[src/rtl/instr_mem_loader_if.sv]
// -----------------------------------------------------------------------------
// instr_mem_loader_if
//   Bundles the byte-stream handshake and the instruction-memory write bus of
//   the program loader.
//
//   master : the loader (consumes bytes, drives memory writes)
//   slave  : the environment (byte source + instruction memory)
//
//   i_rx_data   [7:0]        incoming byte
//   i_rx_valid               i_rx_data valid
//   o_rx_ready               loader accepts a byte this cycle
//   o_mem_we                 instruction memory write strobe
//   o_mem_addr  [ADDR_W-1:0] word address of the write
//   o_mem_data  [31:0]       assembled instruction
// -----------------------------------------------------------------------------
interface instr_mem_loader_if #(
    parameter int unsigned ADDR_W = 10
);
    logic [7:0]        i_rx_data;
    logic              i_rx_valid;
    logic              o_rx_ready;
    logic              o_mem_we;
    logic [ADDR_W-1:0] o_mem_addr;
    logic [31:0]       o_mem_data;

    modport master (
        input  i_rx_data,
        input  i_rx_valid,
        output o_rx_ready,
        output o_mem_we,
        output o_mem_addr,
        output o_mem_data
    );

    modport slave (
        output i_rx_data,
        output i_rx_valid,
        input  o_rx_ready,
        input  o_mem_we,
        input  o_mem_addr,
        input  o_mem_data
    );
endinterface

[src/rtl/instr_mem_loader.sv]
// -----------------------------------------------------------------------------
// instr_mem_loader
//   Writer side of the instruction memory. Packs an incoming byte stream into
//   32-bit instructions, writes them to consecutive word addresses from 0 and
//   stops on HALT_WORD. The fetch stage is held frozen (o_pc_write=0) until a
//   complete program is in memory, then restarted from PC 0.
//
//   clk           system clock
//   rst           synchronous, active-high reset
//   i_start       start/restart a load (honoured in IDLE, DONE, ERR)
//   bus           byte handshake + memory write bus (master side)
//   o_pc_write    fetch-stage PC write enable
//   o_pc_reset    one-cycle pulse forcing the fetch PC to 0
//   o_busy        load in progress (RECV or WRITE)
//   o_done        program loaded, halt word written
//   o_error       memory filled without a halt word
//   o_word_count  words written in current/last load, halt word included
// -----------------------------------------------------------------------------
module instr_mem_loader #(
    parameter int unsigned ADDR_W        = 10,
    parameter bit          BYTE_ORDER_BE = 1'b1,
    parameter logic [31:0] HALT_WORD     = 32'hFFFF_FFFF
) (
    input  logic                clk,
    input  logic                rst,
    input  logic                i_start,
    instr_mem_loader_if.master  bus,
    output logic                o_pc_write,
    output logic                o_pc_reset,
    output logic                o_busy,
    output logic                o_done,
    output logic                o_error,
    output logic [ADDR_W:0]     o_word_count
);

    typedef enum logic [2:0] {
        S_IDLE,
        S_RECV,
        S_WRITE,
        S_DONE,
        S_ERR
    } state_t;

    localparam logic [ADDR_W-1:0] LAST_ADDR = '1;

    state_t            state_q, state_d;
    logic [1:0]        byte_cnt_q;
    logic [ADDR_W-1:0] word_addr_q;
    logic [31:0]       asm_q, asm_next;
    logic [ADDR_W-1:0] mem_addr_q;
    logic [31:0]       mem_data_q;
    logic [ADDR_W:0]   word_count_q;
    logic              pc_reset_q;

    logic rx_ready, mem_we, pc_write, busy, done, error;
    logic accept, restart;

    assign accept  = bus.i_rx_valid && rx_ready;
    assign restart = i_start && (state_q inside {S_IDLE, S_DONE, S_ERR});

    // Shifting the new byte in from one end puts the first byte of a word at
    // [31:24] (big-endian) or [7:0] (little-endian) once all four are in.
    always_comb begin
        if (BYTE_ORDER_BE) asm_next = {asm_q[23:0], bus.i_rx_data};
        else               asm_next = {bus.i_rx_data, asm_q[31:8]};
    end

    // State register
    always_ff @(posedge clk) begin
        // NOTE: sequential state uses non-blocking assignments so every flop
        // samples pre-edge values regardless of statement order.
        if (rst) state_q <= S_IDLE;
        else     state_q <= state_d;
    end

    // Next-state and state-decoded outputs
    always_comb begin
        // NOTE: every output gets a default first so no path leaves it
        // unassigned, which would otherwise infer a latch.
        state_d  = state_q;
        rx_ready = 1'b0;
        mem_we   = 1'b0;
        pc_write = 1'b0;
        busy     = 1'b0;
        done     = 1'b0;
        error    = 1'b0;
        case (state_q)
            S_IDLE: begin
                if (i_start) state_d = S_RECV;
            end
            S_RECV: begin
                rx_ready = 1'b1;
                busy     = 1'b1;
                if (bus.i_rx_valid && byte_cnt_q == 2'd3) state_d = S_WRITE;
            end
            S_WRITE: begin
                mem_we = 1'b1;
                busy   = 1'b1;
                // Halt wins over a full memory: a halt at the last address is a
                // successful load.
                if (mem_data_q == HALT_WORD)       state_d = S_DONE;
                else if (mem_addr_q == LAST_ADDR)  state_d = S_ERR;
                else                               state_d = S_RECV;
            end
            S_DONE: begin
                pc_write = 1'b1;
                done     = 1'b1;
                if (i_start) state_d = S_RECV;
            end
            S_ERR: begin
                error = 1'b1;
                if (i_start) state_d = S_RECV;
            end
            default: state_d = S_IDLE;
        endcase
    end

    // Datapath: byte packing, addressing, write-bus holding registers
    always_ff @(posedge clk) begin
        if (rst) begin
            byte_cnt_q   <= '0;
            word_addr_q  <= '0;
            asm_q        <= '0;
            mem_addr_q   <= '0;
            mem_data_q   <= '0;
            word_count_q <= '0;
            pc_reset_q   <= 1'b0;
        end else begin
            if (restart) begin
                byte_cnt_q   <= '0;
                word_addr_q  <= '0;
                asm_q        <= '0;
                word_count_q <= '0;
            end

            if (accept) begin
                asm_q      <= asm_next;
                byte_cnt_q <= byte_cnt_q + 2'd1;
                // Capture the full word and its address into the bus registers
                // so they stay stable through WRITE and hold afterwards.
                if (byte_cnt_q == 2'd3) begin
                    mem_data_q <= asm_next;
                    mem_addr_q <= word_addr_q;
                end
            end

            if (state_q == S_WRITE) begin
                word_count_q <= word_count_q + (ADDR_W+1)'(1);
                if (state_d == S_RECV) word_addr_q <= word_addr_q + ADDR_W'(1);
            end

            // High exactly during the first DONE cycle.
            pc_reset_q <= (state_q == S_WRITE) && (state_d == S_DONE);
        end
    end

    assign bus.o_rx_ready = rx_ready;
    assign bus.o_mem_we   = mem_we;
    assign bus.o_mem_addr = mem_addr_q;
    assign bus.o_mem_data = mem_data_q;

    assign o_pc_write   = pc_write;
    assign o_pc_reset   = pc_reset_q;
    assign o_busy       = busy;
    assign o_done       = done;
    assign o_error      = error;
    assign o_word_count = word_count_q;

endmodule

[src/flat_wrapper.sv]
// flat-port wrapper written by rule: the top's interface ports become plain ports
module instr_mem_loader_flat 
#(
    parameter int unsigned ADDR_W        = 10,
    parameter bit          BYTE_ORDER_BE = 1'b1,
    parameter logic [31:0] HALT_WORD     = 32'hFFFF_FFFF
)
  (clk, rst, i_start, o_pc_write, o_pc_reset, o_busy, o_done, o_error, o_word_count, bus_i_rx_data, bus_i_rx_valid, bus_o_rx_ready, bus_o_mem_we, bus_o_mem_addr, bus_o_mem_data);
  instr_mem_loader_if #(.ADDR_W(ADDR_W)) bus_i ();
  input  logic clk;
  input  logic rst;
  input  logic i_start;
  output logic o_pc_write;
  output logic o_pc_reset;
  output logic o_busy;
  output logic o_done;
  output logic o_error;
  output logic [ADDR_W:0] o_word_count;
  input wire logic [$bits(bus_i.i_rx_data)-1:0] bus_i_rx_data;
  input wire logic [$bits(bus_i.i_rx_valid)-1:0] bus_i_rx_valid;
  output wire logic [$bits(bus_i.o_rx_ready)-1:0] bus_o_rx_ready;
  output wire logic [$bits(bus_i.o_mem_we)-1:0] bus_o_mem_we;
  output wire logic [$bits(bus_i.o_mem_addr)-1:0] bus_o_mem_addr;
  output wire logic [$bits(bus_i.o_mem_data)-1:0] bus_o_mem_data;
  assign bus_i.i_rx_data = bus_i_rx_data;
  assign bus_i.i_rx_valid = bus_i_rx_valid;
  assign bus_o_rx_ready = bus_i.o_rx_ready;
  assign bus_o_mem_we = bus_i.o_mem_we;
  assign bus_o_mem_addr = bus_i.o_mem_addr;
  assign bus_o_mem_data = bus_i.o_mem_data;
  instr_mem_loader #(.ADDR_W(ADDR_W), .BYTE_ORDER_BE(BYTE_ORDER_BE), .HALT_WORD(HALT_WORD)) u_core (.clk(clk), .rst(rst), .i_start(i_start), .bus(bus_i), .o_pc_write(o_pc_write), .o_pc_reset(o_pc_reset), .o_busy(o_busy), .o_done(o_done), .o_error(o_error), .o_word_count(o_word_count));
endmodule
[config.mk]
export PLATFORM = sky130hd
export DESIGN_NAME = instr_mem_loader_flat
export DESIGN_NICKNAME = d
export VERILOG_FILES = /design/src/rtl/instr_mem_loader_if.sv /design/src/rtl/instr_mem_loader.sv /design/src/flat_wrapper.sv
export SDC_FILE = /design/constraint.sdc
export NUM_CORES = 1
export LEC_CHECK = 0
export BUFFER_PORTS_ARGS = -buffer_cell sky130_fd_sc_hd__buf_2
export CORE_UTILIZATION = 51
export CTS_BUF_LIST = sky130_fd_sc_hd__clkbuf_4 sky130_fd_sc_hd__clkbuf_8
export CTS_CLUSTER_SIZE = 16
export DETAILED_ROUTE_END_ITERATION = 10
export PLACE_DENSITY = 0.88
export SLEW_MARGIN = 5
export SYNTH_ARGS = -nofsm -noshare
export SYNTH_HDL_FRONTEND = slang
export SYNTH_SLANG_ARGS = --single-unit
[constraint.sdc]
create_clock -name clk -period 1.9 [get_ports clk]
set_input_delay 0.57 -clock clk [delete_from_list [all_inputs] [get_ports clk]]
set_output_delay 0.57 -clock clk [all_outputs]
set_load 0.05 [all_outputs]
==> results.toml, run 1 <==
[grt]
grt_pass1_wl_mm = 15.1
global_route_usage_over_all_layers_pct = 25.0
antenna_violations_before_repair = 0
gr-total-overflow = 0
via_count_of_the_first_global_routing_pass = 3290
grt_max_degree = 60

[worst_setup_path]
worstSetupStartpointType = "flop"
r2r-start = "u_core.state_q[0]$_SDFF_PP0_"
worst-endpoint-arrival_ns = 1.37
startpoint = "u_core.state_q[0]$_SDFF_PP0_"
critical_path_peak_fanout = 3
crit_required_ns = 1.33
criticalPathCategory = "flop to output port"
worst_reg_to_reg_setup_slack_ns = -0.02
worst_setup_path_end_kind = "output port"

[place]
place.detailed.instances = 635
io_buffer_count = 71
routabilityCongestion = 0.833
placement.setup.worst_slack_ns = 0.0168
dpl.hpwl_mm = 6.44
postPlaceCellArea_mm2 = 0.00439

[power]
power_frac_comb_pct = 5.5
vdd_ir_drop_max_mv = 0.504
pwr-share-clk_pct = 36.7
leakagePower_nw = 1.85
power.internal_mw = 2.53
power-per-cell-area_mw_per_mm2 = 722
power.net_switching_mw = 0.868
p_sw_share_pct = 25.5
share_seq_of_total_power_pct = 57.8

[synthesis]
flops_latches_synth = 93
synth.top_cells.by_count = "123 x sky130_fd_sc_hd__nand2_1, 93 x sky130_fd_sc_hd__dfxtp_1, 84 x sky130_fd_sc_hd__a21oi_1"
yosys.area.top_type = "sky130_fd_sc_hd__dfxtp_1"
ys_seq_area_share_pct = 49.6
yosysTopAreaCellShare_pct = 49.6
synthesis.area_mm2 = 0.00375
synth.area.top_cells = "sky130_fd_sc_hd__dfxtp_1 50%, sky130_fd_sc_hd__nand2_1 12%, sky130_fd_sc_hd__a21oi_1 11%, sky130_fd_sc_hd__nand3_1 4.9%, sky130_fd_sc_hd__nand4_1 2.8%"
dominantRegCellSynth = "sky130_fd_sc_hd__dfxtp_1"
post_synth_inst_count = 473
yosys.cell_types.count = 42
synth_warnings = 0
async_reset_ff_share_pct = 0
post-synth-top-count-cell = "sky130_fd_sc_hd__nand2_1"
syn-mean-instance-area_um2 = 7.93
syn_nets = 488
edff_count_synth = 0

[routing]
detailroute.via_count = 3703
wirelength_mm = 9.55
drt_iter0_drc = 346
viasPerCell = 5.65
first_pass_iters = 4
mean_routed_wirelength_per_cell_um = 14.6
drc = 0
route.antenna.remaining_nets = 0

[die]
initial_cell_density_of_the_core_pct = 54.0
core_area_mm2 = 0.00694
boundaryPins = 72
rows = 30
die_area_mm2 = 0.00770
die-height_um = 87.8
die_width_um = 87.8

[cts]
clock_latency_ns = 0.35
tritoncts_clock_tree = "done"
library_cell_used_as_clock_root_buffer = "sky130_fd_sc_hd__clkbuf_8"
clkSlewWorstSetupHoldPaths_ns = 0.10
clock_path_buffers = 2
htree_num_levels = 3
cts_buffers = 9
clock_sink_count = 93
cts_hold_buf = 0

[sta]
layout_min_cycle_time_ns = 1.94
max-slew-margin-rel_pct = 62.8
finalMaxSlewViolations = 0
achievable-frequency_ghz = 0.515
rsz0062_at_grt = "yes"
clock-skew-final_ns = 0.0122
timing_hold_violations_final = 0
finalSetupTns_ns = -0.0864
setup-violations-final = 3
period_utilization_pct = 102
tightestPinTransition_ns = 0.557
final_critical_path_setup_slack_ns = -0.0400

[final_layout]
antenna_diode_instance_count = 0
final_design_instance_area_without_fill_mm2 = 0.00471
drive_gt1_share_pct = 30.6
fin_cells = 655
final_core_utilization_pct = 67.8
finalNetCount = 569
areaGrowthSynthToFinish_pct = 25.5

[run_status]
outcome = "complete, but fails checks"
violations = "setup timing"

[min_path]
hold_start = "bus_i_rx_data[2]"
holdCritPathClass = "input pin to flop"

[job]
drv_cap = 0
[layout by cell type, fill, tap and decap left out, types with 2 or more instances in the layout]
| cell type | count |
|---|---|
| sky130_fd_sc_hd__nand2_1 | 123 |
| sky130_fd_sc_hd__a21oi_1 | 83 |
| sky130_fd_sc_hd__buf_2 | 65 |
| sky130_fd_sc_hd__dfxtp_1 | 54 |
| sky130_fd_sc_hd__dfxtp_2 | 39 |
| sky130_fd_sc_hd__nand3_1 | 37 |
| sky130_fd_sc_hd__buf_4 | 24 |
| sky130_fd_sc_hd__nor2_1 | 18 |
| sky130_fd_sc_hd__nand4_1 | 17 |
| sky130_fd_sc_hd__clkbuf_8 | 9 |
| sky130_fd_sc_hd__and2_1 | 6 |
| sky130_fd_sc_hd__o211ai_1 | 6 |
| sky130_fd_sc_hd__o21ai_0 | 5 |
| sky130_fd_sc_hd__buf_8 | 4 |
| sky130_fd_sc_hd__buf_6 | 4 |
| sky130_fd_sc_hd__or3_1 | 3 |
| sky130_fd_sc_hd__xor2_1 | 3 |
| sky130_fd_sc_hd__o2bb2ai_1 | 3 |
| sky130_fd_sc_hd__and3_1 | 3 |
| sky130_fd_sc_hd__a211oi_1 | 3 |
| sky130_fd_sc_hd__ha_1 | 3 |
| sky130_fd_sc_hd__inv_6 | 3 |
| sky130_fd_sc_hd__buf_12 | 3 |
| sky130_fd_sc_hd__a21boi_1 | 2 |
| sky130_fd_sc_hd__a21o_1 | 2 |
| sky130_fd_sc_hd__nand2b_1 | 2 |
| sky130_fd_sc_hd__nor3b_1 | 2 |
| sky130_fd_sc_hd__or4_4 | 2 |
| sky130_fd_sc_hd__inv_8 | 2 |
[layout make-up]
class | instances | area [µm²]
well taps | 96 | 120
multi-input cells | 347 | 1800
fillers | 548 | 2240
inverters | 2 | 10.0
clock inverters | 7 | 62.6
repair buffers | 101 | 678
clock buffers | 9 | 124
flip-flops and latches | 93 | 1910
[repair_timing]
action	4_1_cts	5_1_grt
endpoints found under the setup margin	7	13
gates resized for setup	21	10
buffers inserted	2	2
pin swaps	1	2
endpoints found under the hold margin	0	0
[power groups by stage]
stage | Clock (mW) | Sequential (mW) | Combinational, mW
global route | 1.35 | 1.97 | 0.201
CTS | 1.27 | 1.96 | 0.181
finish | 1.25 | 1.96 | 0.187
detailed placement | 0 | 2.01 | 0.170
global placement | 0 | 2.01 | 0.169
floorplan | 0 | 2.01 | 0.103
[cell families (layout without fill, tap and decap cells)]
group / Yosys count / count (layout) / share of synthesized area (%)
AOI/OAI and AO/OA: 113 / 113 / 16.9
DFF: 93 / 93 / 49.6
buffers and inverters: 33 / 119 / 3.74
adders and majority gates: 3 / 3 / 1.00
xor gates and xnor gates: 3 / 3 / 0.701
muxes: 1 / 1 / 0.400
and+or+nand+nor: 227 / 227 / 27.7
[state kept, by name (all words and copies together), names as in the netlist]
name and count:
u_core.bus.o_mem_data 32, u_core.asm_q 24, u_core.o_word_count 11, u_core.bus.o_mem_addr 10, u_core.word_addr_q 10, u_core.state_q 3, u_core.byte_cnt_q 2, u_core.o_pc_reset 1
[final timing paths]
check / to / cells past startpoint
setup / recovery: o_busy / 3
hold / removal: u_core.bus.o_mem_data[2]$_SDFFE_PP0P_ / 3
setup reg to reg: u_core.word_addr_q[9]$_SDFF_PP0_ / 4
hold reg to reg: u_core.bus.o_mem_data[25]$_SDFFE_PP0P_ / 2
[per-layer routing]
layer	track usage [%]	wire length (µm)	part of all wire [%]	vias up
met5	0	0	0	-
li1	-	-	-	1803
met3	6.03	656	6.9	14
met2	40.5	4660	49	144
met4	9.24	140	1.5	0
met1	32.5	4090	43	1742
[metrics by stage]
stage          hold slack (ns)  power [mW]
2_1_floorplan            0.425        2.11
3_3_place_gp             0.437        2.18
3_5_place_dp             0.446        2.18
4_1_cts                  0.451        3.41
5_1_grt                  0.447        3.52
6_report                 0.454        3.40
[worst max-delay path: stages (launching register included)]
cell and delay [ns]:
sky130_fd_sc_hd__dfxtp_2 0.34, sky130_fd_sc_hd__or3b_4 0.44, sky130_fd_sc_hd__nand2b_4 0.09, sky130_fd_sc_hd__buf_8 0.14
Power figures use the tool's default switching activity.
==> run 2, diff against run 1 <==
Settings changed: SKIP_LAST_GASP set to 1.
==> run 2 against run 1 <==
Net effect:
- global-route usage fell by 0.10 points
- highest routed layer unchanged
- the run still ends with setup timing left
- non-clock buffer count did not move
- final cell count unchanged
==> results.toml, run 2 (synthesis gave the netlist of run 1 again) <==
[routing]
wirelength_mm = 9.51
drt_iter0_drc = 302
first_pass_iters = 5
detailroute.via_count = 3721
route.antenna.remaining_nets = 0
mean_routed_wirelength_per_cell_um = 14.5
viasPerCell = 5.68
drc = 0

[grt]
global_route_usage_over_all_layers_pct = 24.9
via_count_of_the_first_global_routing_pass = 3287
gr-total-overflow = 0
grt_pass1_wl_mm = 15.1
gr_met1_demand_resource_pct = 32.5
use_met2_pct = 40.3
grt_max_degree = 60
antenna_violations_before_repair = 0
grtUsageMet3_pct = 6.03
grt.busiest_layer = "met2"

[power]
power.net_switching_mw = 0.872
vdd_ir_drop_max_mv = 0.504
share_seq_of_total_power_pct = 57.7
total_power_draw_mw = 3.40
p_sw_share_pct = 25.6
leakagePower_nw = 1.85
power_frac_comb_pct = 5.5
pwr-share-clk_pct = 36.8
power.internal_mw = 2.53
power-per-cell-area_mw_per_mm2 = 723

[die]
boundaryPins = 72
initial_cell_density_of_the_core_pct = 54.0
rows = 30
die-height_um = 87.8
die_area_mm2 = 0.00770
core_area_mm2 = 0.00694
die_width_um = 87.8

[cts]
cts_hold_buf = 0
tritoncts_clock_tree = "done"
clock_path_buffers = 2
library_cell_used_as_clock_root_buffer = "sky130_fd_sc_hd__clkbuf_8"
htree_num_levels = 3
clkSlewWorstSetupHoldPaths_ns = 0.10
cts_buffers = 9
clock_sink_count = 93
clock_latency_ns = 0.36

[run_status]
violations = "setup timing"
outcome = "complete, but fails checks"

[sta]
timing_hold_violations_final = 0
clock-skew-final_ns = 0.0129
layout_min_cycle_time_ns = 1.94
period_utilization_pct = 102
tightestPinTransition_ns = 0.559
max-slew-margin-rel_pct = 62.7
setup-violations-final = 3
achievable-frequency_ghz = 0.515
final_critical_path_setup_slack_ns = -0.0421
rsz0062_at_grt = "yes"
finalMaxSlewViolations = 0

[final_layout]
drive_gt1_share_pct = 30.6
mostFrequentLayoutCell = "sky130_fd_sc_hd__nand2_1"
areaGrowthSynthToFinish_pct = 25.5
finalNetCount = 569
final_core_utilization_pct = 67.8
max_ffs_per_register = 32
final_cell_mix = "123 x sky130_fd_sc_hd__nand2_1, 83 x sky130_fd_sc_hd__a21oi_1, 65 x sky130_fd_sc_hd__buf_2"
antenna_diode_instance_count = 0

[worst_setup_path]
worst_reg_to_reg_setup_slack_ns = -0.02
worstSetupStartpointType = "flop"
worst_setup_path_end_kind = "output port"
critical_path_peak_fanout = 3
crit_required_ns = 1.33
criticalPathCategory = "flop to output port"
worst-endpoint-arrival_ns = 1.37
worstRegToRegCells = 4

[place]
dpl.hpwl_mm = 6.44
routabilityCongestion = 0.833
io_buffer_count = 71

[min_path]
min_path_cells = 3
holdCritPathClass = "input pin to flop"

[job]
drv_cap = 0
run 2: cell type report:
type | count | area, µm²
clock inverters | 7 | 62.6
clock buffers | 9 | 124
multi-input cells | 347 | 1800
repair buffers | 101 | 678
well taps | 96 | 120
flip-flops and latches | 93 | 1910
inverters | 2 | 10.0
fillers | 548 | 2240
run 2: power by group through the flow:
stage	sequential, mW	combinational (mW)	clock (mW)
after floorplan	2.01	0.103	0
final	1.96	0.186	1.25
after global placement	2.01	0.169	0
after CTS	1.96	0.179	1.27
after global routing	1.97	0.201	1.35
after detailed placement	2.01	0.170	0
run 2: path summary, 6_finish.rpt:
kind                                           from                                     end
max                    u_core.state_q[0]$_SDFF_PP0_                                  o_busy
min                                bus_i_rx_data[2]   u_core.bus.o_mem_data[2]$_SDFFE_PP0P_
max reg2reg            u_core.state_q[0]$_SDFF_PP0_        u_core.word_addr_q[9]$_SDFF_PP0_
min reg2reg  u_core.bus.o_mem_data[15]$_SDFFE_PP0P_  u_core.bus.o_mem_data[15]$_SDFFE_PP0P_
run 2: timing repair:
item | CTS | global route
hold endpoints to repair | 0 | 0
cloned | 0 | 0
endpoints found under the setup margin | 7 | 13
resized for setup | 19 | 12
setup buffers | 2 | 2
pin swaps | 1 | 2
run 2: layer usage:
metal | vias to the layer above | wire [µm]
met5 | - | 0
met4 | 0 | 130
met3 | 16 | 587
met2 | 147 | 4640
met1 | 1758 | 4140
li1 | 1800 | -
run 2: metrics by stage:
| step | TNS (ns) | setup slack (ns) | hold WS [ns] | instances | area (µm²) |
|---|---|---|---|---|---|
| final | -0.0922 | -0.0421 | 0.453 | 655 | 4710 |
| after global routing | -0.352 | -0.118 | 0.447 | 655 | 4710 |
| after CTS | -0.139 | -0.0408 | 0.451 | 653 | 4650 |
| after detailed placement | 0 | 0.0168 | 0.446 | 635 | 4390 |
| after global placement | 0 | 0.0571 | 0.437 | 635 | 4390 |
| after floorplan | 0 | 0.00194 | 0.425 | 473 | 3810 |
run 2: critical path: stages (launching register included):
cell	delay (ns)
sky130_fd_sc_hd__dfxtp_2	0.34
sky130_fd_sc_hd__or3b_4	0.44
sky130_fd_sc_hd__nand2b_4	0.09
sky130_fd_sc_hd__buf_8	0.14
==> run 3, diff against run 2 <==
Settings changed: CORE_ASPECT_RATIO set to 0.5, PLACE_DENSITY 0.88 to 0.87.
==> run 3 against run 2 <==
Net effect:
- the run still ends with setup timing left
- count of clock-buffer cells in the layout rose by 2
- register-to-register slack improved by 0.05 ns
- first-iteration DRC count is 30% higher
- critical path depth up 1
- maximum frequency down 0.30%
- sequential share of layout area down 0.27 points
- final cell count shrank 0.76%
- highest routed layer unchanged
==> results.toml, run 3 (synthesis gave the netlist of run 1 again) <==
[run_status]
outcome = "complete, but fails checks"
violations = "setup timing"

[final_layout]
fin_cells = 650
antenna_diode_instance_count = 0
areaGrowthSynthToFinish_pct = 26.4
max_ffs_per_register = 32
seq_area_mm2 = 0.00191
mostFrequentLayoutCell = "sky130_fd_sc_hd__nand2_1"
final_cell_mix = "123 x sky130_fd_sc_hd__nand2_1, 84 x sky130_fd_sc_hd__a21oi_1, 66 x sky130_fd_sc_hd__buf_2"
fillCellCount = 521
multiInputGateArea_mm2 = 0.00179
drive_gt1_share_pct = 29.9
finalNetCount = 570
final_design_instance_area_without_fill_mm2 = 0.00474

[routing]
drt_iter0_drc = 392
wirelength_mm = 9.68
first_pass_iters = 5
viasPerCell = 5.71
mean_routed_wirelength_per_cell_um = 14.9
drc = 0
route.antenna.remaining_nets = 0
detailroute.via_count = 3711

[worst_setup_path]
criticalPathCategory = "flop to output port"
timing.critical_path.max_delay_family = "simple AND/OR/NAND/NOR gates"
worst-endpoint-arrival_ns = 1.38
worst-path-stages = 4
slowest_delay_ns = 0.33
r2r-start = "u_core.state_q[0]$_SDFF_PP0_"
worstSetupStartpointType = "flop"
cp_num_buf_inv = 2
worstRegToRegCells = 4
startpoint = "u_core.state_q[1]$_SDFF_PP0_"
capturing_instance_or_port_of_the_critical_path = "o_busy"
worst_setup_path_end_kind = "output port"
timing.critical_path.cells = "buf_6, nor3b_4, nand2b_4, buf_8"
crit_required_ns = 1.33
endpoint_of_the_lowest_slack_register_to_register_path = "u_core.word_addr_q[9]$_SDFF_PP0_"
cp_slowest_cell = "sky130_fd_sc_hd__dfxtp_2"
critical_path_peak_fanout = 6
worst_reg_to_reg_setup_slack_ns = 0.03

[cts]
clock_path_buffers = 2
cts_buffers = 9
clkSlewWorstSetupHoldPaths_ns = 0.09
tritoncts_clock_tree = "done"
htree_num_levels = 3
library_cell_used_as_clock_root_buffer = "sky130_fd_sc_hd__clkbuf_8"
clock_latency_ns = 0.37
clock_sink_count = 93

[place]
dpl.hpwl_mm = 6.36
place.detailed.instances = 631
io_buffer_count = 71
placement.setup.worst_slack_ns = 0.0493
postPlaceCellArea_mm2 = 0.00440
routabilityCongestion = 0.850

[sta]
clock-skew-final_ns = 0.0110
achievable-frequency_ghz = 0.513
period_utilization_pct = 103
tightestPinTransition_ns = 0.355
setup-violations-final = 4
timing_hold_violations_final = 0
layout_min_cycle_time_ns = 1.95
rsz0062_at_grt = "yes"
final_critical_path_setup_slack_ns = -0.0478
finalMaxSlewViolations = 0
max-slew-margin-rel_pct = 75.7

[min_path]
min_path_cells = 3
holdCritPathClass = "input pin to flop"

[grt]
antenna_violations_before_repair = 0
grt_pass1_wl_mm = 15.9
global_route_usage_over_all_layers_pct = 26.4
grt_max_degree = 58
via_count_of_the_first_global_routing_pass = 3352
gr-total-overflow = 0

[power]
vdd_ir_drop_max_mv = 0.349
leakagePower_nw = 1.86
power-per-cell-area_mw_per_mm2 = 765

[die]
die-height_um = 62.6
die_area_mm2 = 0.00772
die_width_um = 123
core_area_mm2 = 0.00688
boundaryPins = 72
rows = 21
initial_cell_density_of_the_core_pct = 54.5

[job]
drv_cap = 0
-- run 3: changes by cell type in the layout (fill, tap and decap cells not counted), sizes merged --
cell	change
clkbuf	+1
bufinv	+2
clkinv	-2
buf	+2
inv	-4
-- run 3: cell type report --
cell class	count	share of cell area (%)
Sequential cell	93	40.3
Multi-Input combinational cell	347	37.7
Timing Repair Buffer	102	14.7
Clock buffer	11	3.19
Tap cell	92	2.43
Clock inverter	3	1.45
Inverter	2	0.211
-- run 3: power breakdown --
group / internal [mW] / switching, mW
clock network: 0.803 / 0.674
registers: 1.96 / 0.00790
logic: 0.0649 / 0.121
-- run 3: metal layers --
| layer | vias up | part of all wire (%) | track usage (%) |
|---|---|---|---|
| met5 | - | 0 | 0 |
| met4 | 0 | 2.2 | 11.0 |
| met3 | 22 | 5.7 | 5.93 |
| met2 | 122 | 48 | 41.6 |
| met1 | 1766 | 44 | 34.8 |
| li1 | 1801 | - | - |
-- run 3: through the flow --
| stage | hold WS, ns | util (%) | TNS (ns) | total power, mW |
|---|---|---|---|---|
| 6_report | 0.437 | 68.8 | -0.123 | 3.63 |
| 5_1_grt | 0.440 | 68.8 | -0.312 | 3.75 |
| 4_1_cts | 0.422 | 68.3 | -0.142 | 3.64 |
| 3_5_place_dp | 0.442 | 63.9 | 0 | 2.18 |
| 3_3_place_gp | 0.438 | 63.9 | 0 | 2.18 |
| 2_1_floorplan | 0.425 | - | 0 | 2.11 |
-- run 3: worst min path at each step --
stage                                  startpoint                                endpoint  slack [ns]
detailed placement  u_core.asm_q[21]$_SDFFE_PP0P_  u_core.bus.o_mem_data[29]$_SDFFE_PP0P_        0.44
floorplan           u_core.asm_q[20]$_SDFFE_PP0P_  u_core.bus.o_mem_data[28]$_SDFFE_PP0P_        0.42
global placement    u_core.asm_q[21]$_SDFFE_PP0P_  u_core.bus.o_mem_data[29]$_SDFFE_PP0P_        0.44
global route                     bus_i_rx_data[7]   u_core.bus.o_mem_data[7]$_SDFFE_PP0P_        0.44
CTS                              bus_i_rx_data[6]   u_core.bus.o_mem_data[6]$_SDFFE_PP0P_        0.42
finish                           bus_i_rx_data[6]   u_core.bus.o_mem_data[6]$_SDFFE_PP0P_        0.44
-- run 3: timing repair --
action                                  in CTS  in global routing
endpoints found under the setup margin       6                 10
pin swaps                                    2                  0
hold buffers                                 0                  0
setup buffers                                3                  2
gates resized for setup                     21                  5
-- run 3: worst min-delay path: stages --
cell	delay, ns
sky130_fd_sc_hd__buf_2	0.11
sky130_fd_sc_hd__nand2_1	0.05
sky130_fd_sc_hd__a21oi_1	0.05
